File: config.mk
export PLATFORM = sky130hd
export DESIGN_NAME = key_scan
export DESIGN_NICKNAME = d
export VERILOG_FILES = /design/src/rtl/clock_pkg.sv /design/src/rtl/key_debounce.sv /design/src/rtl/key_scan.sv
export SDC_FILE = /design/constraint.sdc
export NUM_CORES = 1
export LEC_CHECK = 0
export ABC_AREA = 0
export BUFFER_PORTS_ARGS = -buffer_cell sky130_fd_sc_hd__buf_2
export CAP_MARGIN = 20
export CELL_PAD_IN_SITES_DETAIL_PLACEMENT = 0
export CELL_PAD_IN_SITES_GLOBAL_PLACEMENT = 2
export CORE_MARGIN = 2
export CORE_UTILIZATION = 40
export DETAILED_ROUTE_END_ITERATION = 8
export PLACE_DENSITY_LB_ADDON = 0.1
export SLEW_MARGIN = 25
export SYNTH_ARGS = -nofsm -noshare
export SYNTH_HDL_FRONTEND = slang
export SYNTH_HIERARCHICAL = 1
export SYNTH_SLANG_ARGS = --single-unit
File: constraint.sdc
create_clock -name clk -period 3.3 [get_ports clk]
set_clock_uncertainty 0.05 [all_clocks]
set_input_delay 0.33 -clock clk [delete_from_list [all_inputs] [get_ports clk]]
set_output_delay 0.33 -clock clk [all_outputs]
set_load 0.05 [all_outputs]
File: src/rtl/clock_pkg.sv
// Shared constants for the clock front panel: key count, clock rate and key roles.
// Also provides the counter-width helper used by the key front-end.
package clock_pkg;

  localparam int unsigned NKEY     = 5;
  localparam int unsigned CLK_HZ   = 50_000_000;

  localparam int unsigned KEY_SET  = 0;
  localparam int unsigned KEY_SEL  = 1;
  localparam int unsigned KEY_MODE = 4;

  // Width of a counter that must reach n-1; never narrower than one bit.
  function automatic int unsigned cnt_width(input int unsigned n);
    return (n < 2) ? 1 : $clog2(n);
  endfunction

endpackage

File: src/rtl/key_debounce.sv
// One key channel: 2-FF synchroniser, debounce window counter, debounced level
// and a one-cycle press pulse. The press pulse is also offered one cycle early.
module key_debounce #(
  parameter int unsigned DB_CYC = 1_000_000
) (
  input  logic clk,
  input  logic rst_n,
  input  logic i_pin_n,
  output logic o_press,
  output logic o_lvl,
  output logic o_press_nxt
);
  import clock_pkg::*;

  localparam int unsigned   CW   = cnt_width(DB_CYC);
  localparam logic [CW-1:0] LAST = CW'(DB_CYC - 1);

  logic          r_sync1;
  logic          r_sync2;
  logic [CW-1:0] r_cnt;
  logic          r_lvl;
  logic          r_press;
  logic          w_diff;
  logic          w_commit;

  assign w_diff      = r_sync2 ^ r_lvl;
  assign w_commit    = w_diff && (r_cnt == LAST);
  // Only a 0->1 commit is a press; releases toggle the level silently.
  assign o_press_nxt = w_commit && !r_lvl;

  always_ff @(posedge clk or negedge rst_n) begin
    if (!rst_n) begin
      r_sync1 <= 1'b0;
      r_sync2 <= 1'b0;
      r_cnt   <= '0;
      r_lvl   <= 1'b0;
      r_press <= 1'b0;
    end else begin
      r_sync1 <= ~i_pin_n;
      r_sync2 <= r_sync1;
      r_press <= o_press_nxt;
      if (w_commit) begin
        r_lvl <= ~r_lvl;
        r_cnt <= '0;
      end else if (w_diff) begin
        r_cnt <= r_cnt + 1'b1;
      end else begin
        r_cnt <= '0;
      end
    end
  end

  assign o_press = r_press;
  assign o_lvl   = r_lvl;

endmodule

File: src/rtl/key_scan.sv
// Push-button front-end: NKEY debounced channels with press pulses, plus an
// inactivity timer that pulses flag_10s once per idle period.
module key_scan #(
  parameter int unsigned NKEY     = clock_pkg::NKEY,
  parameter int unsigned DB_CYC   = 1_000_000,
  parameter int unsigned IDLE_CYC = 500_000_000
) (
  input  logic            clk,
  input  logic            rst_n,
  input  logic [NKEY-1:0] key_n,
  output logic [NKEY-1:0] key,
  output logic [NKEY-1:0] key_lvl,
  output logic            flag_10s
);
  import clock_pkg::*;

  localparam int unsigned   IW        = cnt_width(IDLE_CYC);
  localparam logic [IW-1:0] IDLE_LAST = IW'(IDLE_CYC - 1);

  logic [NKEY-1:0] w_press_nxt;
  logic [IW-1:0]   r_idle_cnt;
  logic            r_armed;
  logic            r_flag;

  for (genvar g = 0; g < NKEY; g++) begin : g_key
    key_debounce #(.DB_CYC(DB_CYC)) u_db (
      .clk         (clk),
      .rst_n       (rst_n),
      .i_pin_n     (key_n[g]),
      .o_press     (key[g]),
      .o_lvl       (key_lvl[g]),
      .o_press_nxt (w_press_nxt[g])
    );
  end

  // The timer restarts on the same edge that raises a key pulse, so the flag
  // lands exactly IDLE_CYC edges after the pulse and a press beats the terminal count.
  always_ff @(posedge clk or negedge rst_n) begin
    if (!rst_n) begin
      r_idle_cnt <= '0;
      r_armed    <= 1'b1;
      r_flag     <= 1'b0;
    end else begin
      r_flag <= 1'b0;
      if (|w_press_nxt) begin
        r_idle_cnt <= '0;
        r_armed    <= 1'b1;
      end else if (r_armed) begin
        if (r_idle_cnt == IDLE_LAST) begin
          r_flag  <= 1'b1;
          r_armed <= 1'b0;
        end else begin
          r_idle_cnt <= r_idle_cnt + 1'b1;
        end
      end
    end
  end

  assign flag_10s = r_flag;

endmodule

=== Yosys cells after proc, flatten, opt, wreduce, memory -nomap -nowiden ===
Cells that the tools add are included.

* Order comparisons: 0
* $mul: 0
* Mux-type cells: 19
* Reductions and logical operators: 18
* Shift operators: 0
* Div/mod/pow operators: 0
* Bitwise gates (word level): 15
* Add/sub/neg operators: 6
* Eq/ne operators: 7

{| class="wikitable"
|+ Operators by type and width
! kind !! number
|-
| 20-bit 2-to-1 mux || 10
|-
| 20-bit by 1-bit adder with 20-bit output, second input constant || 5
|-
| 20-bit equality test, second input constant || 5
|-
| 29-bit 2-to-1 mux || 3
|-
| 29-bit by 1-bit adder with 29-bit output, second input constant || 1
|-
| 29-bit equality test, second input constant || 1
|-
| 1-bit logical AND || 10
|-
| 1-bit NOT || 10
|-
| 1-bit 2-to-1 mux || 6
|-
| 1-bit zero test || 5
|-
| 5-bit OR reduction || 1
|-
| 1-bit bitwise XOR || 5
|-
| 2-bit inequality test, second input constant || 1
|-
| 2-bit AND reduction || 1
|-
| 2-bit nonzero test || 1
|}

* Flip-flop bits (word level): 151
* Bits in latches: 0
* Logic and storage cells: 93
* RAM bits: 0
* Memories kept: 0
* Bits in read-only memories: 0
* Output and inout port bits: 11

=== Longest topological paths before layout ===
Gate-level depths: netlist (run 1).

* Word-level depth: 6
* Mapped depth: 8
* Gate-level depth less buffers: 8

=== By module ===
Netlist (run 1), hierarchy kept.

{| class="wikitable"
|+ Modules (own cells, without submodules)
! module !! seq. area each (sq um) !! area an instance (sq um) !! instances !! cells an instance
|-
| key_debounce || 600.6 || 1,143.6 || 5 || 112
|-
| key_scan || 777.0 || 1,649.1 || 1 || 181
|}

=== Worst setup path after synthesis (run 1) ===
OpenSTA, ideal clock, no wires.

* Path kind: register to register
* Start point: register g_key[1].u_db.r_cnt[8]
* End point: register r_idle_cnt[10]
* Clock period less this slack: 2.242 ns
* Required time: 3.118 ns
* Setup slack: 1.058 ns
* Cell stages (with the launch flop): 9
* Library setup time: 0.132 ns
* Data arrival time: 2.060 ns
* Buffers on the path: 1
* Cell sequence: dfrtp_1 -> nor4b_1 -> nand2_1 -> or3_1 -> nor3b_1 -> nor3_1 -> nand2_1 -> clkbuf_1 -> nor2_1

* Longest elaborated chain between the ends: 6

{| class="wikitable"
|+ RTL lines
! element !! line !! RTL
|-
| start, declared || key_debounce.sv:20 || <nowiki>logic [CW-1:0] r_cnt;</nowiki>
|-
| start signal, assigned || key_debounce.sv:46 || <nowiki>r_cnt <= r_cnt + 1'b1;</nowiki>
|-
| 20-bit equality test * || key_debounce.sv:27 || <nowiki>assign w_commit = w_diff && (r_cnt == LAST);</nowiki>
|-
| 1-bit logical AND * || key_debounce.sv:27 ||
|-
| 1-bit logical AND * || key_debounce.sv:29 || <nowiki>assign o_press_nxt = w_commit && !r_lvl;</nowiki>
|-
| via w_press_nxt[1] || key_scan.sv:20 || <nowiki>logic [NKEY-1:0] w_press_nxt;</nowiki>
|-
| 5-bit OR reduction * || key_scan.sv:45 || <nowiki>if (|w_press_nxt) begin</nowiki>
|-
| 2-bit inequality test (no source line) / 2-bit nonzero test (equally long branches) || n/a ||
|-
| 2-bit AND reduction (no source line) || n/a ||
|-
| end signal, assigned || key_scan.sv:53 || <nowiki>r_idle_cnt <= r_idle_cnt + 1'b1;</nowiki>
|-
| end, declared || key_scan.sv:21 || <nowiki>logic [IW-1:0] r_idle_cnt;</nowiki>
|}

Mark *: on every way through the listed nets, which the timed path passes. The rest lies on a longest branch.
A chain may end at the register's enable or synchronous reset.

=== Worst setup path in the final report (run 1) ===
* Start point: register g_key[1].u_db.r_cnt[8]
* End point: register r_idle_cnt[9]

Same word-level chain as after synthesis.

==> results.sh, run 1 <==
export IMPL_pin_count=18
export IMPL_path_cells="nor4b_1, nand2_1, or3_1, nor3b_1, nor3_1, nand2_1, buf_4, nor2_1"
export IMPL_clock_sinks=151
export IMPL_worstHoldPathType="in -> reg"
export IMPL_worst_skew_pair_late_latency_ps=420
export IMPL_synth_xor_area_share_pct=9.87
export IMPL_worst_path_most_repeated_cell="nand2_1"
export IMPL_grt_pass1_vias=5561
export IMPL_grt_max_degree=64
export IMPL_synth_cells=741
export IMPL_dp_hpwl_um=10800
export IMPL_status="finished, final reports clean"
export IMPL_wl_per_cell_um=15.9
export IMPL_start_kind="register"
export IMPL_syn_avg_cell_area_sq_um=9.94
export IMPL_synth_area_leader_cell="dfrtp_1"
export IMPL_synthesis_nets=754
export IMPL_worstPathArrival_ps=2850
export IMPL_fillers=1752
export IMPL_netlist_area_leader_share_pct=51.0
export IMPL_synth_area_leaders="dfrtp_1 51%, xor2_1 5.3%, nor2_1 4.9%"
export IMPL_vias=5583
export IMPL_cts_buffer_depth=2
export IMPL_drv_slew=0
export IMPL_drt_iter0_drc=304
export IMPL_p_leak_nw=3.46
export IMPL_crit_fanout=26
export IMPL_crit_path_max_incr_delay_ps=450
export IMPL_ys_flop_type="dfrtp_1"
export IMPL_setup_violations_final=0
export IMPL_cp_top_family="simple AND/OR/NAND/NOR gates"
export IMPL_rows=49
export IMPL_whs_ps=17.7
export IMPL_yosysSeqAreaShare_pct=51.3
export IMPL_finalSetupTns_ps=0
export IMPL_drive_gt1_share_pct=9.49
export IMPL_ys_top_cells_by_count="150 x dfrtp_1, 97 x nor2_1, 55 x nand2_1"
export IMPL_synth_edf_count=0
export IMPL_ys_ff_latch=151
export IMPL_min_period_ps=2600
export IMPL_fmax_ghz=0.384
export IMPL_grt_pass1_wl_um=27900
export IMPL_cts_buffers=17
export IMPL_post_cts_setup_buffer_count=0
export IMPL_fp_dieW_um=140
export IMPL_globalRoute_totalOverflow=0
export IMPL_root_buffer="clkbuf_16"
export IMPL_synth_top_family_by_area="simple AND/OR/NAND/NOR gates"
export IMPL_slew_headroom_pct=47.9
export IMPL_placedCellCount=974
export IMPL_synthAdderAreaFrac_pct=1.02
export IMPL_synth_area_mux_share_pct=0.900
export IMPL_synthToLayoutAreaGrowth_pct=12.7
export IMPL_cp_slowest_cell="nor3b_1"
export IMPL_place_congestion=0.769
export IMPL_tightest_slew_ps=777
export IMPL_ys_types=38
export IMPL_rsz0062_at_grt="no"
export IMPL_crit_type="reg -> reg"
export IMPL_worst_path_buf_inv=1
export IMPL_antennaDiodeCount=0
export IMPL_drt_pre_antenna_iters=4
export IMPL_hold_violations=0
export IMPL_drc=0
export IMPL_yosys_warnings=6
export IMPL_final_nets=782
export IMPL_yosysMostFrequentCell="dfrtp_1"
export IMPL_ant_nets=0
export IMPL_peakVddDrop_mv=0.387
export IMPL_drt_wl_total_um=16000
export IMPL_routed_via_density=5.53
export IMPL_fin_cells=1009
export IMPL_cts_resized=0
export IMPL_grt_total_usage_pct=17.4
export IMPL_initial_core_util_pct=40.9
export IMPL_antenna_found_initial=0
export IMPL_cap_violations=0
export IMPL_cts_tree="yes"
export IMPL_cts_clk_slew_worst_paths_ps=60
export IMPL_required_ps=3540
export IMPL_timing_final_ws_setup_ps=696
export IMPL_synth_simple_area_share_pct=27.3
export IMPL_synth_compound_area_share_pct=7.71
export IMPL_min_period_over_period_pct=78.9
export IMPL_port_buffer_count=17
export IMPL_synthArstFlopShare_pct=100
export IMPL_setup_worst_path_end_class="register"
export IMPL_place_ws_ps=655
export IMPL_die_area_sq_um=19500
export IMPL_power_per_cell_area_nw_per_um2=454
export IMPL_synthesis_area_sq_um=7370
export IMPL_h_tree_depth=4
export IMPL_fp_dieH_um=140
export IMPL_core_sq_um=18000
[metal layers]
metal	part of all wire, %	GRT usage (%)	up-vias
li1	-	-	2736
met1	50	24.3	2788
met2	47	27.7	48
met3	2.6	3.75	11
met4	0.77	4.21	0
met5	0	0	-
[power by group]
part | total, W | leakage, nW | internal [W] | switching [W]
clock | 0.00177 | 0.255 | 0.00104 | 0.000724
sequential | 0.00189 | 2.07 | 0.00187 | 0.0000188
combinational | 0.000106 | 1.14 | 0.0000325 | 0.0000739
[cells by family (layout without fill, tap and decap cells)]
family / Yosys count / in the layout
buffers and inverters: 35 / 74
flip-flops: 151 / 151
AO/OA/AOI/OAI: 89 / 89
adder cells (fa/ha/maj): 6 / 6
XOR/XNOR: 83 / 83
multiplexers: 6 / 6
AND/OR/NAND/NOR: 371 / 371
[layout by cell type, fill, tap and decap left out, types with 6 or more instances in the layout]
cell,n
nor3_1,14
nor2_1,97
buf_4,9
nand3_1,53
dfrtp_1,150
nand4_2,10
xnor2_1,38
a21oi_1,37
nand2_1,55
and4_1,6
o21ai_0,14
xor2_1,45
nor4_1,22
o31ai_1,23
clkbuf_1,7
nor4b_1,6
buf_2,16
or3_1,25
inv_1,12
nand4_1,20
or4_1,30
ha_1,6
clkbuf_16,17
and3_1,17
[layout make-up]
| type | instances | area, sq um | area share [%] |
|---|---|---|---|
| multi-input cells | 555 | 3440 | 41.5 |
| clock buffers | 25 | 465 | 5.61 |
| well taps | 229 | 287 | 3.45 |
| repair buffers | 32 | 229 | 2.76 |
| flip-flops and latches | 151 | 3780 | 45.5 |
| inverters | 12 | 45.0 | 0.543 |
| clock inverters | 5 | 50.0 | 0.603 |
[registers in the layout (all words and copies together), names as in the netlist]
register            flops
r_armed                 1
flag_10s                1
g_key.u_db/r_sync2      5
g_key.u_db/o_lvl        5
g_key.u_db/o_press      5
g_key.u_db/r_cnt      100
r_idle_cnt             29
g_key.u_db/r_sync1      5
[worst paths after layout]
kind | end | cells past startpoint | start | slack [ps]
worst max-delay path | r_idle_cnt[9] | 8 | g_key[1].u_db/r_cnt[8] | 700
worst min-delay path | g_key[0].u_db/r_sync1 | 2 | key_n[0] | 20
worst max register to register | r_idle_cnt[9] | 8 | g_key[1].u_db/r_cnt[8] | 700
worst min register to register | g_key[2].u_db/r_sync2 | 0 | g_key[2].u_db/r_sync1 | 300
max in group asynchronous | g_key[2].u_db/r_cnt[0] | 3 | rst_n | 1940
min in group asynchronous | g_key[1].u_db/r_cnt[18] | 2 | rst_n | 420
[repair_timing]
item                                    4_1_cts  5_1_grt
endpoints found under the setup margin        0        0
hold buffers                                  5        0
endpoints found under the hold margin        63        0
[through the flow]
step	power [W]	cell area [sq um]	util, %
after global placement	0.00203	7730	42.9
after floorplan	0.00196	7370	-
after global routing	0.00392	8300	46.1
after CTS	0.00383	8300	46.1
after detailed placement	0.00203	7730	42.9
final	0.00377	8300	46.1
[worst reg2reg max path, delay by kind of cell, from the launching register on]
kind                   cells  cell delay [ps]
AND/OR/NAND/NOR            7             1700
buffers and inverters      1              290
flip-flops                 1              440
No activity file was read; power rests on OpenSTA's default activity.
==> run 2: changes to the inputs <==
--- a/config.mk
+++ b/config.mk
@@ -5,13 +5,13 @@
 export SDC_FILE = /design/constraint.sdc
 export NUM_CORES = 1
 export LEC_CHECK = 0
-export ABC_AREA = 0
+export ABC_AREA = 1
 export BUFFER_PORTS_ARGS = -buffer_cell sky130_fd_sc_hd__buf_2
 export CAP_MARGIN = 20
 export CELL_PAD_IN_SITES_DETAIL_PLACEMENT = 0
 export CELL_PAD_IN_SITES_GLOBAL_PLACEMENT = 2
 export CORE_MARGIN = 2
-export CORE_UTILIZATION = 40
+export CORE_UTILIZATION = 37
 export DETAILED_ROUTE_END_ITERATION = 8
 export PLACE_DENSITY_LB_ADDON = 0.1
 export SLEW_MARGIN = 25
==> constraint.sdc (replaced) <==
create_clock -name clk -period 2.5 [get_ports clk]
set_clock_uncertainty 0.05 [all_clocks]
set_input_delay 0.25 -clock clk [delete_from_list [all_inputs] [get_ports clk]]
set_output_delay 0.25 -clock clk [all_outputs]
set_load 0.05 [all_outputs]
==> run 2 against run 1 <==
Worst setup slack worse by 470 ps; highest routed layer unchanged; largest cell class is now multi-input gates; combinational power is 70% higher; critical endpoint is now flag_10s; sequential share of layout area is 10 points lower.
==> results.sh, run 2 <==
export IMPL_synth_simple_area_share_pct=43.7
export IMPL_met3_usage_pct=2.76
export IMPL_die_area_sq_um=26200
export IMPL_ant_nets=0
export IMPL_yosysSeqAreaShare_pct=41.1
export IMPL_crit_fanout=34
export IMPL_ys_flop_type="dfrtp_1"
export IMPL_grt_pass1_vias=7682
export IMPL_synthToLayoutAreaGrowth_pct=16.0
export IMPL_synthAdderAreaFrac_pct=0.816
export IMPL_synth_area_mux_share_pct=0
export IMPL_synth_area_leader_cell="dfrtp_1"
export IMPL_drt_iter0_drc=404
export IMPL_drive_gt1_share_pct=18.7
export IMPL_largest_reg_flops=100
export IMPL_grt_busiest_layer="met2"
export IMPL_clock_sinks=151
export IMPL_reg2reg_depth=13
export IMPL_routed_via_density=4.66
export IMPL_post_route_util_pct=43.8
export IMPL_synth_top_family_by_area="simple AND/OR/NAND/NOR gates"
export IMPL_start_kind="register"
export IMPL_place_congestion=0.775
export IMPL_power_per_cell_area_nw_per_um2=499
export IMPL_final_nets=1353
export IMPL_h_tree_depth=4
export IMPL_cts_clk_slew_worst_paths_ps=70
export IMPL_synth_edf_count=0
export IMPL_grt_total_usage_pct=18.9
export IMPL_gr_usage_met2_pct=29.9
export IMPL_globalRoute_totalOverflow=0
export IMPL_syn_avg_cell_area_sq_um=7.28
export IMPL_min_period_ps=2270
export IMPL_slew_headroom_pct=62.3
export IMPL_p_leak_nw=4.73
export IMPL_final_common_cell="nand2_1"
export IMPL_crit_type="reg -> reg"
export IMPL_worst_skew_pair_late_latency_ps=430
export IMPL_tightest_slew_ps=565
export IMPL_netlist_area_leader_share_pct=40.8
export IMPL_cts_tree="yes"
export IMPL_peakVddDrop_mv=0.411
export IMPL_worstPathArrival_ps=2570
export IMPL_vias=7808
export IMPL_largest_register="g_key.u_db/r_cnt"
export IMPL_synth_area_leaders="dfrtp_1 41%, nand2_1 13%, nor2_1 9.5%"
export IMPL_drc=0
export IMPL_synthesis_area_sq_um=9210
export IMPL_synthArstFlopShare_pct=100
export IMPL_min_period_over_period_pct=90.9
export IMPL_drt_pre_antenna_iters=6
export IMPL_ys_top_cells_by_count="323 x nand2_1, 233 x nor2_1, 150 x dfrtp_1"
export IMPL_finalSetupTns_ps=0
export IMPL_initial_core_util_pct=37.7
export IMPL_worstHoldPathType="in -> async"
export IMPL_fmax_ghz=0.440
export IMPL_grt_pass1_wl_um=39700
export IMPL_rows=57
export IMPL_ys_types=31
export IMPL_required_ps=2790
export IMPL_ys_ff_latch=151
export IMPL_drv_slew=0
export IMPL_drt_wl_total_um=23300
export IMPL_dp_hpwl_um=16900
export IMPL_port_buffer_count=17
export IMPL_cts_buffers=17
export IMPL_yosysMostFrequentCell="nand2_1"
export IMPL_cap_violations=0
export IMPL_cts_buffer_depth=2
export IMPL_antenna_found_initial=0
export IMPL_fp_dieH_um=162
export IMPL_antennaDiodeCount=0
export IMPL_synth_xor_area_share_pct=5.52
export IMPL_synthesis_nets=1278
export IMPL_setup_worst_path_end_class="register"
export IMPL_fp_dieW_um=162
export IMPL_use_met1_pct=27.5
export IMPL_wl_per_cell_um=13.9
export IMPL_most_common_layout_cells="323 x nand2_1, 229 x nor2_1, 149 x dfrtp_1"
export IMPL_reg_top3="g_key.u_db/r_cnt: 100 flops, r_idle_cnt: 29 flops"
export IMPL_setup_violations_final=0
export IMPL_pin_count=18
export IMPL_grt_max_degree=50
export IMPL_synth_cells=1265
export IMPL_synth_compound_area_share_pct=1.96
export IMPL_yosys_warnings=6
export IMPL_core_sq_um=24400
export IMPL_status="finished, final reports clean"
export IMPL_hold_violations=0
export IMPL_power_w=0.00533
export IMPL_root_buffer="clkbuf_16"
## run 2: what timing repair did
action	CTS	global route
resized for setup	1	7
hold endpoints to repair	50	0
endpoints found under the setup margin	17	31
setup buffers	0	2
pin swaps	0	2
hold buffers	6	0
cloned	0	0
## run 2: critical path, cell delays in order (launching register included)
cell      delay, ps
dfrtp_1         400
ha_1            230
nand3_1         100
nor2_1           70
nand3_1          80
nor2_1           60
or2_1           240
nor2_1           80
nand2_1         110
buf_4           180
clkinv_1         70
buf_12          200
nand3_1         120
nor3_2          180
## run 2: cells by family after synthesis
kind of cell | Yosys count
XOR/XNOR | 58
AND/OR/NAND/NOR | 863
buffers and inverters | 156
adder cells (fa/ha/maj) | 6
AO/OA/AOI/OAI | 31
flip-flops | 151
## run 2: final timing paths
check / startpoint / end / slack [ps]
worst min-delay path: rst_n / g_key[1].u_db/r_cnt[8] / 300
min in group clk: g_key[4].u_db/r_sync1 / g_key[4].u_db/r_sync2 / 300
worst min register to register: g_key[4].u_db/r_sync1 / g_key[4].u_db/r_sync2 / 300
max in group asynchronous: rst_n / g_key[2].u_db/r_cnt[14] / 1400
worst max-delay path: g_key[1].u_db/r_cnt[0] / flag_10s / 230
worst max register to register: g_key[1].u_db/r_cnt[0] / flag_10s / 230
## run 2: final cells by class
type	instances	area [sq um]
clock buffer	21	480
clock inverter	11	121
fill	2547	13700
inverter	140	527
multi-input combinational	958	4810
sequential	151	3780
tap	324	405
timing repair buffer	72	557
## run 2: per-stage QoR
step           cell area [sq um]  std cells  hold WS, ps  setup slack [ps]
4_1_cts                    10600       1675          300               125
5_1_grt                    10700       1677          308             -10.7
3_3_place_gp                9980       1637          190              28.2
2_1_floorplan               9210       1265        -95.6              98.6
6_report                   10700       1677          296               227
3_5_place_dp                9980       1637          197             -18.2
## run 2: metal layers
metal  share of wire, %  routed length, um
met4               0.95                221
met2                 45              10600
met1                 52              12100
met5                  0                  0
met3                2.0                472
## run 2: report_power, final
group          internal [W]  switching (W)  total (W)
logic             0.0000536       0.000126   0.000180
registers           0.00247      0.0000209    0.00249
clock network       0.00158        0.00109    0.00266
total               0.00410        0.00123    0.00533
==> run 3: changes to the inputs <==
--- a/config.mk
+++ b/config.mk
@@ -11,7 +11,7 @@
 export CELL_PAD_IN_SITES_DETAIL_PLACEMENT = 0
 export CELL_PAD_IN_SITES_GLOBAL_PLACEMENT = 2
 export CORE_MARGIN = 2
-export CORE_UTILIZATION = 37
+export CORE_UTILIZATION = 40
 export DETAILED_ROUTE_END_ITERATION = 8
 export PLACE_DENSITY_LB_ADDON = 0.1
 export SLEW_MARGIN = 25
==> constraint.sdc (replaced) <==
create_clock -name clk -period 2.7 [get_ports clk]
set_clock_uncertainty 0.05 [all_clocks]
set_input_delay 0.27 -clock clk [delete_from_list [all_inputs] [get_ports clk]]
set_output_delay 0.27 -clock clk [all_outputs]
set_load 0.05 [all_outputs]
==> run 3 against run 2 <==
Utilization up 1.8 points; sequential share of layout area increased by 1.2 points; worst setup slack better by 230 ps; first-iteration DRC count increased by 3.2%.
==> results.sh, run 3 (same netlist as run 2, synthesis figures left out) <==
export IMPL_reg2reg_depth=11
export IMPL_largest_reg_flops=100
export IMPL_grt_max_degree=59
export IMPL_worst_skew_pair_late_latency_ps=420
export IMPL_fin_area_sq_um=10300
export IMPL_cap_violations=0
export IMPL_cts_clk_slew_worst_paths_ps=60
export IMPL_hold_violations=0
export IMPL_worstPathArrival_ps=2550
export IMPL_root_buffer="clkbuf_16"
export IMPL_r2r_end="r_idle_cnt[9]"
export IMPL_most_common_layout_cells="323 x nand2_1, 233 x nor2_1, 150 x dfrtp_1"
export IMPL_hp_start="g_key[1].u_db/r_sync1"
export IMPL_drv_slew=0
export IMPL_status="finished, final reports clean"
export IMPL_clock_sinks=151
export IMPL_fp_dieH_um=156
export IMPL_p_leak_nw=4.55
export IMPL_drt_wl_total_um=22100
export IMPL_power_per_cell_area_nw_per_um2=474
export IMPL_whs_endpoint="g_key[1].u_db/r_sync2"
export IMPL_setup_worst_path_end_class="register"
export IMPL_rows=55
export IMPL_fmax_ghz=0.446
export IMPL_final_nets=1320
export IMPL_pin_count=18
export IMPL_peakVddDrop_mv=0.337
export IMPL_final_common_cell="nand2_1"
export IMPL_antennaDiodeCount=0
export IMPL_placedCellCount=1567
export IMPL_cp_startpoint="g_key[1].u_db/r_cnt[0]"
export IMPL_drc=0
export IMPL_cts_buffer_depth=2
export IMPL_vias=7660
export IMPL_required_ps=3010
export IMPL_postPlaceCellArea_sq_um=9670
export IMPL_drt_pre_antenna_iters=7
export IMPL_start_kind="register"
export IMPL_drive_gt1_share_pct=15.9
export IMPL_grt_pass1_vias=7716
export IMPL_slew_headroom_pct=61.5
export IMPL_cts_tree="yes"
export IMPL_crit_fanout=21
export IMPL_whs_ps=300
export IMPL_die_area_sq_um=24200
export IMPL_antenna_found_initial=0
export IMPL_largest_register="g_key.u_db/r_cnt"
export IMPL_grt_total_usage_pct=19.8
export IMPL_rsz0062_at_grt="no"
export IMPL_place_congestion=0.810
export IMPL_min_period_ps=2240
export IMPL_synthToLayoutAreaGrowth_pct=12.1
export IMPL_globalRoute_totalOverflow=0
export IMPL_h_tree_depth=4
export IMPL_fin_cells=1602
export IMPL_finalSetupTns_ps=0
export IMPL_routed_via_density=4.78
export IMPL_reg_top3="g_key.u_db/r_cnt: 100 flops, r_idle_cnt: 29 flops"
export IMPL_whs_path_depth=0
export IMPL_min_period_over_period_pct=83.1
export IMPL_wl_per_cell_um=13.8
export IMPL_grt_pass1_wl_um=38400
export IMPL_worstHoldPathType="reg -> reg"
export IMPL_regToRegStartpoint="g_key[1].u_db/r_cnt[0]"
export IMPL_core_sq_um=22600
export IMPL_dp_hpwl_um=16500
export IMPL_ant_nets=0
export IMPL_cts_buffers=17
export IMPL_initial_core_util_pct=40.7
export IMPL_fp_dieW_um=156
export IMPL_crit_type="reg -> reg"
export IMPL_tightest_slew_ps=577
export IMPL_rrSetupSlack_ps=460
export IMPL_port_buffer_count=17
export IMPL_drt_iter0_drc=417
export IMPL_setup_violations_final=0
[run 3: cell types whose count changed in the layout (fill, tap and decap cells not counted), moves of 2 or more]
| cell | delta |
|---|---|
| clkinv_2 | +2 |
| nor2_1 | +4 |
| clkinvlp_4 | -3 |
| buf_12 | -2 |
| nor3_2 | -2 |
| buf_4 | -31 |
| nor3_1 | +2 |
| nor2_2 | -4 |
| clkbuf_8 | -2 |
[run 3: stage by stage]
stage | total power (W) | setup slack, ps | util, %
floorplan | 0.00242 | 299 | -
global route | 0.00510 | 206 | 45.6
CTS | 0.00498 | 123 | 45.6
global placement | 0.00251 | 177 | 42.7
detailed placement | 0.00251 | 129 | 42.7
finish | 0.00489 | 455 | 45.6
[run 3: worst max path at each step]
stage,end,cells past startpoint,slack [ps]
floorplan,r_idle_cnt[5],14,300
detailed placement,r_idle_cnt[18],11,130
global placement,r_idle_cnt[0],11,180
finish,r_idle_cnt[9],11,460
global route,r_idle_cnt[11],11,210
CTS,r_idle_cnt[18],11,120
[run 3: cell type report]
| cell class | instances | area, sq um |
|---|---|---|
| Fill cell | 2361 | 12300 |
| Inverter | 140 | 527 |
| Multi-Input combinational cell | 958 | 4790 |
| Sequential cell | 151 | 3780 |
| Timing Repair Buffer | 39 | 284 |
| Clock inverter | 10 | 130 |
| Tap cell | 285 | 357 |
| Clock buffer | 19 | 453 |
[run 3: timing repair]
action                                 CTS  global route
buffers inserted                         0             0
hold buffers                             6             0
endpoints found under the hold margin   59             0
gates resized for setup                  0             1
setup endpoints to repair                0            21
[run 3: metal layers]
metal	share of wire, %	up-vias	track usage [%]
li1	-	4050	-
met1	49	3526	26.2
met2	47	66	33.4
met3	2.1	18	3.47
met4	1.1	0	5.16
met5	0	-	0
[run 3: power by group]
part | switching, W | internal, W | total (W)
combinational | 0.000114 | 0.0000476 | 0.000161
clock | 0.000940 | 0.00148 | 0.00242
sequential | 0.0000193 | 0.00229 | 0.00231
total | 0.00107 | 0.00381 | 0.00489
[run 3: worst max-delay path: stages, from the launching register on]
cell     delay [ps]
dfrtp_1         390
ha_1            230
nand3_1         130
nor2_1           80
nand3_1          90
nor2_1           70
or2_1           240
nor2_1           80
nand2_1         130
nor2_4          480
nand2_1         110
nand2_1          80
